<file path="src/rtl/sdram_stream_pkg.sv">
// sdram_stream_pkg: shared state encoding and defaults for the SDRAM read-stream DMA
package sdram_stream_pkg;
    typedef enum logic [1:0] {IDLE, ISSUE, DRAIN, FINISH} state_t;
    localparam int ADDR_W_DEF = 25;
    localparam int DATA_W_DEF = 16;
    localparam logic [1:0] RD_MASK = 2'b11;
endpackage

</file>
<file path="src/rtl/sdram_resp_fifo.sv">
// sdram_resp_fifo: first-word-through FIFO holding read responses until the stream accepts them
module sdram_resp_fifo #(
    parameter int DEPTH = 16,
    parameter int WIDTH = 41
) (
    input  logic                     clk,
    input  logic                     rst_n,
    input  logic                     i_push,
    input  logic [WIDTH-1:0]         i_din,
    input  logic                     i_pop,
    output logic [WIDTH-1:0]         o_dout,
    output logic                     o_full,
    output logic                     o_empty,
    output logic [$clog2(DEPTH):0]   o_count
);
    localparam int AW = $clog2(DEPTH);
    localparam logic [AW:0] FULL_CNT = (AW+1)'(DEPTH);
    logic [WIDTH-1:0] r_mem [DEPTH];
    logic [AW-1:0]    r_wr;
    logic [AW-1:0]    r_rd;
    logic [AW:0]      r_count;
    logic             w_push;
    logic             w_pop;
    assign w_push  = i_push & ~o_full;
    assign w_pop   = i_pop & ~o_empty;
    assign o_full  = r_count == FULL_CNT;
    assign o_empty = r_count == '0;
    assign o_count = r_count;
    assign o_dout  = r_mem[r_rd];
    // storage array, written at the tail
    always_ff @(posedge clk) begin
        if (w_push) r_mem[r_wr] <= i_din;
    end
    // pointers wrap naturally since depth is a power of two
    always_ff @(posedge clk or negedge rst_n) begin
        if (!rst_n) begin
            r_wr    <= '0;
            r_rd    <= '0;
            r_count <= '0;
        end else begin
            r_wr    <= r_wr + AW'(w_push);
            r_rd    <= r_rd + AW'(w_pop);
            r_count <= r_count + (AW+1)'(w_push) - (AW+1)'(w_pop);
        end
    end
endmodule

</file>
<file path="src/rtl/sdram_stream_reader.sv">
// sdram_stream_reader: turns one (address, length) request into SDRAM read commands and streams the responses out
module sdram_stream_reader
    import sdram_stream_pkg::*;
#(
    parameter int ADDR_W     = ADDR_W_DEF,
    parameter int DATA_W     = DATA_W_DEF,
    parameter int LEN_W      = 16,
    parameter int RESP_DEPTH = 16
) (
    input  logic              clk,
    input  logic              rst_n,
    input  logic              i_start,
    input  logic [ADDR_W-1:0] i_start_addr,
    input  logic [LEN_W-1:0]  i_length,
    output logic              o_busy,
    output logic              o_done,
    output logic              o_err,
    output logic              o_cmd_write,
    input  logic              i_cmd_full,
    output logic              o_cmd_isWrite,
    output logic [ADDR_W-1:0] o_cmd_address,
    output logic [1:0]        o_cmd_writeMask,
    output logic [DATA_W-1:0] o_cmd_writeData,
    output logic              o_cmd_keepOpen,
    input  logic              i_rd_valid,
    input  logic [ADDR_W-1:0] i_rd_addr,
    input  logic [DATA_W-1:0] i_rd_data,
    output logic              o_out_valid,
    input  logic              i_out_ready,
    output logic [ADDR_W-1:0] o_out_addr,
    output logic [DATA_W-1:0] o_out_data
);
    localparam int CW = $clog2(RESP_DEPTH) + 1;
    localparam logic [CW-1:0] CRED_MAX = CW'(RESP_DEPTH);
    state_t            r_state;
    logic [ADDR_W-1:0] r_next_addr;
    logic [ADDR_W-1:0] r_exp_addr;
    logic [LEN_W-1:0]  r_issue_left;
    logic [LEN_W-1:0]  r_deliver_left;
    logic [CW-1:0]     r_credits;
    logic              r_err;
    logic              w_start;
    logic              w_run;
    logic              w_issue;
    logic              w_hs;
    logic              w_push;
    logic              w_full;
    logic              w_empty;
    logic              w_err_ev;
    logic [LEN_W-1:0]  w_iss_nxt;
    logic [LEN_W-1:0]  w_del_nxt;
    logic [$clog2(RESP_DEPTH):0] w_unused_count;
    assign w_start         = i_start & (r_state == IDLE);
    assign w_run           = (r_state == ISSUE) | (r_state == DRAIN);
    assign o_cmd_write     = (r_state == ISSUE) & (r_credits != '0) & ~i_cmd_full;
    assign w_issue         = o_cmd_write;
    assign w_hs            = o_out_valid & i_out_ready;
    assign w_iss_nxt       = r_issue_left - LEN_W'(w_issue);
    assign w_del_nxt       = r_deliver_left - LEN_W'(w_hs & w_run);
    assign w_push          = i_rd_valid & w_run & ~w_full;
    assign w_err_ev        = i_rd_valid & (~w_run | w_full | (i_rd_addr != r_exp_addr));
    assign o_busy          = r_state != IDLE;
    assign o_done          = r_state == FINISH;
    assign o_err           = r_err;
    assign o_cmd_isWrite   = 1'b0;
    assign o_cmd_address   = r_next_addr;
    assign o_cmd_writeMask = RD_MASK;
    assign o_cmd_writeData = '0;
    assign o_cmd_keepOpen  = r_state == ISSUE;
    assign o_out_valid     = ~w_empty;
    // request sequencing, address tracking and sticky error
    always_ff @(posedge clk or negedge rst_n) begin
        if (!rst_n) begin
            r_state        <= IDLE;
            r_next_addr    <= '0;
            r_exp_addr     <= '0;
            r_issue_left   <= '0;
            r_deliver_left <= '0;
            r_err          <= 1'b0;
        end else begin
            r_err <= (r_err & ~w_start) | w_err_ev;
            if (i_rd_valid) r_exp_addr <= r_exp_addr + ADDR_W'(1);
            case (r_state)
                IDLE: if (i_start) begin
                    r_next_addr    <= i_start_addr;
                    r_exp_addr     <= i_start_addr;
                    r_issue_left   <= i_length;
                    r_deliver_left <= i_length;
                    r_state        <= (i_length != '0) ? ISSUE : FINISH;
                end
                ISSUE: begin
                    if (w_issue) r_next_addr <= r_next_addr + ADDR_W'(1);
                    r_issue_left   <= w_iss_nxt;
                    r_deliver_left <= w_del_nxt;
                    r_state        <= (w_del_nxt == '0) ? FINISH : (w_iss_nxt == '0) ? DRAIN : ISSUE;
                end
                DRAIN: begin
                    r_deliver_left <= w_del_nxt;
                    r_state        <= (w_del_nxt == '0) ? FINISH : DRAIN;
                end
                FINISH: r_state <= IDLE;
            endcase
        end
    end
    // each credit reserves one response slot; the cap guards against stray handshakes
    always_ff @(posedge clk or negedge rst_n) begin
        if (!rst_n) r_credits <= CRED_MAX;
        else r_credits <= (w_hs && !w_issue && r_credits == CRED_MAX) ? r_credits
                        : r_credits - CW'(w_issue) + CW'(w_hs);
    end
    sdram_resp_fifo #(
        .DEPTH (RESP_DEPTH),
        .WIDTH (ADDR_W + DATA_W)
    ) u_resp_fifo (
        .clk     (clk),
        .rst_n   (rst_n),
        .i_push  (w_push),
        .i_din   ({i_rd_addr, i_rd_data}),
        .i_pop   (w_hs),
        .o_dout  ({o_out_addr, o_out_data}),
        .o_full  (w_full),
        .o_empty (w_empty),
        .o_count (w_unused_count)
    );
endmodule

</file>
<file path="config.mk">
export PLATFORM = sky130hd
export DESIGN_NAME = sdram_stream_reader
export DESIGN_NICKNAME = d
export VERILOG_FILES = /design/src/rtl/sdram_stream_pkg.sv /design/src/rtl/sdram_resp_fifo.sv /design/src/rtl/sdram_stream_reader.sv
export SDC_FILE = /design/constraint.sdc
export NUM_CORES = 1
export LEC_CHECK = 0
export BUFFER_PORTS_ARGS = -buffer_cell sky130_fd_sc_hd__buf_2
export CAP_MARGIN = 5
export CORE_MARGIN = 5
export CORE_UTILIZATION = 30
export DETAILED_ROUTE_END_ITERATION = 8
export GPL_ROUTABILITY_DRIVEN = 0
export PLACE_DENSITY = 0.49
export SYNTH_ARGS = -nofsm -noshare
export SYNTH_HDL_FRONTEND = slang
export SYNTH_SLANG_ARGS = --single-unit
</file>
<file path="constraint.sdc">
create_clock -name clk -period 15.45 [get_ports clk]
set_clock_uncertainty 0.15 [all_clocks]
set_input_delay 1.545 -clock clk [delete_from_list [all_inputs] [get_ports clk]]
set_output_delay 1.545 -clock clk [all_outputs]
set_load 0.02 [all_outputs]
</file>
# ---- Word-level counts from Yosys, hierarchy flattened
# Memories as Yosys holds them, arrays and structs flattened.
# Cells that the tools add are included.
# Widths: inputs -> output; s select.
dict set report totals {
  output_inout_bits 91
  mem_count 1
  word_cells 82
  ramBits 656
  in_bits 88
  register_bits 103
}
dict set report classes {
  bitwise 20
  n_eq_ne 8
  n_addsub 10
  reduce_logical 16
  muxes 17
}
# memory words width rd rd_clocked_by_memory_dff wr line_no
set mem_list {}
lappend mem_list {u_resp_fifo.r_mem 16 41 1 0 1 sdram_resp_fifo.sv:18} ;# logic [WIDTH-1:0] r_mem [DEPTH];
# cell count
set ops {}
lappend ops {{$mux 25} 5}
lappend ops {{$pmux 16 s2} 2}
lappend ops {{$add 25x1->25 const B} 2}
lappend ops {{$pmux 25 s2} 1}
lappend ops {{$logic_not 16->1} 2}
lappend ops {{$sub 16x1->16} 2}
lappend ops {{$ne 25x25->1} 1}
lappend ops {{$mux 16} 1}
lappend ops {{$reduce_bool 16->1} 1}
lappend ops {{$and 1x1->1} 11}
lappend ops {{$add 5x1->5} 2}
lappend ops {{$eq 5x5->1 const B} 2}
lappend ops {{$sub 5x1->5} 2}
lappend ops {{$add 4x1->4} 2}
lappend ops {{$mux 2} 4}
lappend ops {{$pmux 2 s4} 1}
lappend ops {{$reduce_bool 2->1} 3}
lappend ops {{$logic_not 5->1} 1}
lappend ops {{$not 1->1} 5}
lappend ops {{$reduce_bool 5->1} 1}
lappend ops {{$eq 2x2->1 const B} 2}
lappend ops {{$or 1x1->1} 4}
lappend ops {{$reduce_and 2->1} 2}
lappend ops {{$mux 1} 3}
lappend ops {{8 further kinds} 9}

# ---- Longest topological paths before layout
dict set report logic_depth {
  word_depth 8
  depth_mapped 15
  depth_no_buf 15
}

# ---- Modules after synthesis
# From an unflattened synthesis, not the netlist that was laid out.
dict set report hier_totals {
  cells_unflattened 1995
  hier_area_um2 31865.6
}
# module cells_per_inst instances seq_area_each_um2 area_each_um2
set modules_own_cells {}
lappend modules_own_cells {sdram_resp_fifo 1254 1 20024.2 25799.7}
lappend modules_own_cells {sdram_stream_reader 741 1 2253.4 6065.8}

# ---- Worst setup path before layout
# Ideal clock, no wire load.
dict set report synth_path {
  path_type {in2reg}
  start {input i_rd_valid}
  end {memory u_resp_fifo.r_mem[0][0], enable pin}
  stages 4
  required_time_ps 14810
  setup_slack_ps 9839
  arrival_time_ps 4970
  n_path_buf 1
  setup_ps 490
  cell_sequence {buf_2 -> nand2_1 -> or3_1 -> nor3_1}
}
dict set report synth_via {
  elab_chain_cells 5
}
# element line_no
set synth_lines {}
lappend synth_lines {{from (decl)} sdram_stream_reader.sv:25} ;# input logic i_rd_valid,
lappend synth_lines {{$and 1x1->1 (2 in a row)} sdram_stream_reader.sv:60} ;# assign w_push = i_rd_valid & w_run & ~w_full;
lappend synth_lines {{$and 1x1->1} sdram_resp_fifo.sv:24} ;# assign w_push = i_push & ~o_full;
lappend synth_lines {{$mux 1} sdram_resp_fifo.sv:32} ;# if (w_push) r_mem[r_wr] <= i_din;
lappend synth_lines {{$mux 1 (not written as such)} sdram_resp_fifo.sv:32}
lappend synth_lines {{to (decl)} sdram_resp_fifo.sv:18}
# Every way passes these cells.

# ---- Worst setup path after layout
dict set report layout_path {
  start {register u_resp_fifo.r_rd[0]}
  end {output o_out_addr[8]}
}
dict set report layout_via {
  elab_chain_cells 1
}
# element line_no
set layout_lines {}
lappend layout_lines {{from (decl)} sdram_resp_fifo.sv:20} ;# logic [AW-1:0] r_rd;
lappend layout_lines {{from (signal assigned)} sdram_resp_fifo.sv:42} ;# r_rd <= r_rd + AW'(w_pop);
lappend layout_lines {{$mem_v2 16x41} --}
lappend layout_lines {{to (decl)} sdram_stream_reader.sv:30} ;# output logic [ADDR_W-1:0] o_out_addr,
# Every way passes these cells.

==> metrics.md <==
| Metric | Value |
|---|---|
| Final hold violations | `0` |
| Detailed placer's ending HPWL | `51.0 mm` |
| Largest net degree at the start of global routing | `74` |
| Area share of xor/xnor cells in the synthesized design | `0.0172` |
| Final Cycle Share | `0.408` |
| Drt wl/cell | `23.5 um` |
| Clock group share of total power | `0.268` |
| FFs w/ async S/R, synth | `0.136` |
| Largest family of logic cells by synthesized area | `multiplexers` |
| Number of synthesized flops with an enable pin | `656` |
| Global-route wire length before repair | `129 mm` |
| Top-area cell type share of the netlist area | `0.615` |
| DP Area | `34400 um2` |
| Final net count | `2358` |
| Max Cap Viol | `0` |
| Worst Hold Class | `flop to flop` |
| Leakage | `12.7 nW` |
| Mapped Avg Cell Area | `15.5 um2` |
| Max-slew violations | `0` |
| Worst Tran Pin Value | `1.20 ns` |
| Vias/cell | `5.03` |
| Sink of the worst hold path | `r_deliver_left[0]` |
| Simple-gate area share of the yosys netlist | `0.0544` |
| CTS Buffer Depth | `3` |
| Final-layout fill cell count | `10055` |
| Power Density | `195 nW/um2` |
| Reg power frac | `0.382` |
| DRT Pass-1 Iters | `6` |
| Die height | `337 um` |
| Register bit total from synthesis | `759` |
| Switching share of power | `0.370` |
| FF+latch area | `22300 um2` |
| Design area | `37200 um2` |
| Area growth syn-to-layout | `16.0%` |
| Comb power frac | `0.349` |
| Drt initial violations | `1309` |
| Internal power | `4.57 mW` |
| Total global routing overflow | `0` |
| Max IR drop VDD | `111 uV` |
| Final cell count without fillers | `3711` |
| Synth Area in Adders | `0.0118` |
| Core area | `106000 um2` |
| Dpl cells | `3542` |
| Total power | `7.26 mW` |
| Tmin final | `6.30 ns` |
| Arr. time, crit path | `4.60 ns` |
| Slew Limit Headroom | `0.199` |
| Die Width | `337 um` |
| Final setup TNS | `0 ns` |
| Post-CTS Resized | `0` |
| Worst-path clk slew | `0.06 ns` |
| Clock root cell | `clkbuf_16` |
| Initial Util | `0.303` |
| Hold path start | `r_deliver_left[0]` |
| Vias | `18649` |
| Cell variety after synth | `66` |
| # IOs | `179` |
| Mux contribution to synthesized area | `0.118` |
| Worst r2r dst | `u_resp_fifo.r_mem[11][27]` |
| Initial antenna violation count | `14` |
| Setup WS pre-CTS | `9.71 ns` |
| Mapped Cells | `2071` |
| Register-to-Register Setup Slack | `11.04 ns` |
| Critical-path maximum fanout | `54` |
| RSZ-0062 raised after global routing | `false` |
| Crit. End Element | `output pin` |
| Share of layout cells above drive strength 1 | `0.205` |
| Compound-Gate Fraction of Synth Area | `0.0799` |
| Top area cells in the synthesized netlist | `edfxtp_1 62%, dfrtp_1 8.0%, mux4_2 5.8%` |
| Psw | `2.69 mW` |
| Seq/Total Area, Yosys | `0.696` |
| Site Rows | `119` |
| Cts bufs inserted | `88` |
| WL final | `87.2 mm` |
| Footprint of the multi-input gates | `9210 um2` |
| Netlist Area Pre-Place | `32000 um2` |
| Reg-to-Reg Start | `r_state[1]` |
| Clock Sinks | `759` |
| Post-synth top area cell | `edfxtp_1` |
| Max Freq | `159 MHz` |
| Post-DRT Antenna Nets | `0` |
| Ys flop type | `edfxtp_1` |
| DR DRC count | `0` |
| Vias in the first global route | `19477` |
| Total die area | `113000 um2` |
| Hold path depth | `2` |
| Final setup fails | `0` |
| Synth cell count leaders | `656 x edfxtp_1, 145 x mux2i_1, 137 x a21oi_1` |
| Dominant cell by count in the synthesized netlist | `edfxtp_1` |
| R2R depth | `9` |
| Synth Warn # | `0` |
| CP Class | `flop to output pin` |
| TritonCTS clock tree | `yes` |
| Final WS setup | `9.15 ns` |
| Port bufs | `159` |
| Worst-Skew Late Latency | `0.63 ns` |
| Post-CTS Setup Inserts | `0` |
| Hold-fix buffers at CTS | `0` |
| Run status | `completed` |
| CP required | `13.76 ns` |
| H-tree Lvls | `3` |
| Total track usage | `0.152` |
| CP Launch Type | `flop` |
==> power by group through the flow <==
stage,clock network (mW),logic (mW),registers (mW)
2_1_floorplan,0,1.80,2.71
3_3_place_gp,0,2.55,2.80
5_1_grt,2.10,2.78,2.82
3_5_place_dp,0,2.58,2.82
4_1_cts,2.01,2.58,2.78
6_report,1.95,2.53,2.78
==> critical path, cell delays in order, from the launching register on <==
cell     delay [ns]
dfrtp_4        0.93
buf_4          0.90
buf_4          0.89
mux2_2         0.41
o21ai_0        0.16
a21oi_1        0.08
a22oi_1        0.24
nand2_1        0.11
buf_2          0.18
==> cell type report <==
cell class / instances / share of cell area
Multi-Input combinational cell: 1161 / 0.248
Timing Repair Buffer: 196 / 0.0290
Clock buffer: 115 / 0.0625
Sequential cell: 759 / 0.600
Antenna cell: 7 / 0.000471
Clock inverter: 47 / 0.0100
Inverter: 35 / 0.00354
Tap cell: 1391 / 0.0468
==> registers in the layout (all words and copies together) (netlist names) <==
register             cells
o_cmd_address           25
r_credits                5
r_deliver_left          16
u_resp_fifo.r_mem      656
r_issue_left            16
u_resp_fifo.r_wr         4
r_state                  2
u_resp_fifo.r_rd         4
u_resp_fifo.o_count      5
o_err                    1
r_exp_addr              25
==> routing by layer <==
metal | up-vias | wire length (um) | track usage
li1 | 8476 | - | -
met2 | 490 | 42400 | 0.255
met1 | 9551 | 38600 | 0.202
met3 | 130 | 4170 | 0.0299
met4 | 2 | 2050 | 0.0430
met5 | - | 14 | 0
==> how the worst max path moves through the flow <==
stage	depth (start not counted)	startpoint	slack [ns]	to
final	8	u_resp_fifo.r_rd[0]	9.15	o_out_addr[8]
after global routing	8	u_resp_fifo.r_rd[0]	8.75	o_out_addr[8]
after CTS	8	u_resp_fifo.r_rd[0]	9.00	o_out_addr[9]
after detailed placement	8	u_resp_fifo.r_rd[0]	9.71	o_out_addr[0]
after global placement	8	u_resp_fifo.r_rd[0]	9.68	o_out_addr[14]
after floorplan	4	i_rd_valid	9.84	u_resp_fifo.r_mem[0][0]
==> kinds of logic (layout without fill, tap and decap cells) <==
kind of cell / Yosys count / after routing
compound gates: 424 / 424
other cells: 2 / 26
flops: 759 / 759
mux: 270 / 270
fa+ha+maj: 29 / 29
buf+inv: 168 / 393
xor+xnor: 63 / 63
simple gates: 356 / 356
==> layout by cell type (no fill, tap or decap), types with 5 or more instances in the layout <==
cell type    n
nor3b_1      7
o21ai_0    124
buf_4       38
nor4_1      16
xor2_1      28
ha_1        26
buf_2      158
nand3b_1     5
clkinv_2    16
xnor2_1     35
inv_1       34
or3_1        8
diode_2      7
o22ai_1     35
conb_1      19
a31oi_1      7
a22oi_1     41
a221oi_1    43
mux2_2      43
nand4_1     18
a21oi_1    137
edfxtp_1   656
and3_1      13
mux4_2      82
nand2b_1    10
nand3_1     31
dfrtp_1     98
a21o_1       6
nand2_1    114
clkbuf_1    25
nor2_1      78
clkinv_1    18
mux2i_1    145
nor2_4      12
o22a_1      11
nor3_1       7
clkbuf_16   88
nor2b_1      6
nor3_2       5
==> stage by stage <==
stage           util  hold WS (ns)
3_3_place_gp   0.326         0.316
5_1_grt        0.351         0.411
2_1_floorplan      -         0.300
4_1_cts        0.351         0.337
3_5_place_dp   0.326         0.324
6_report       0.351         0.340
Power figures use the tool's default switching activity.
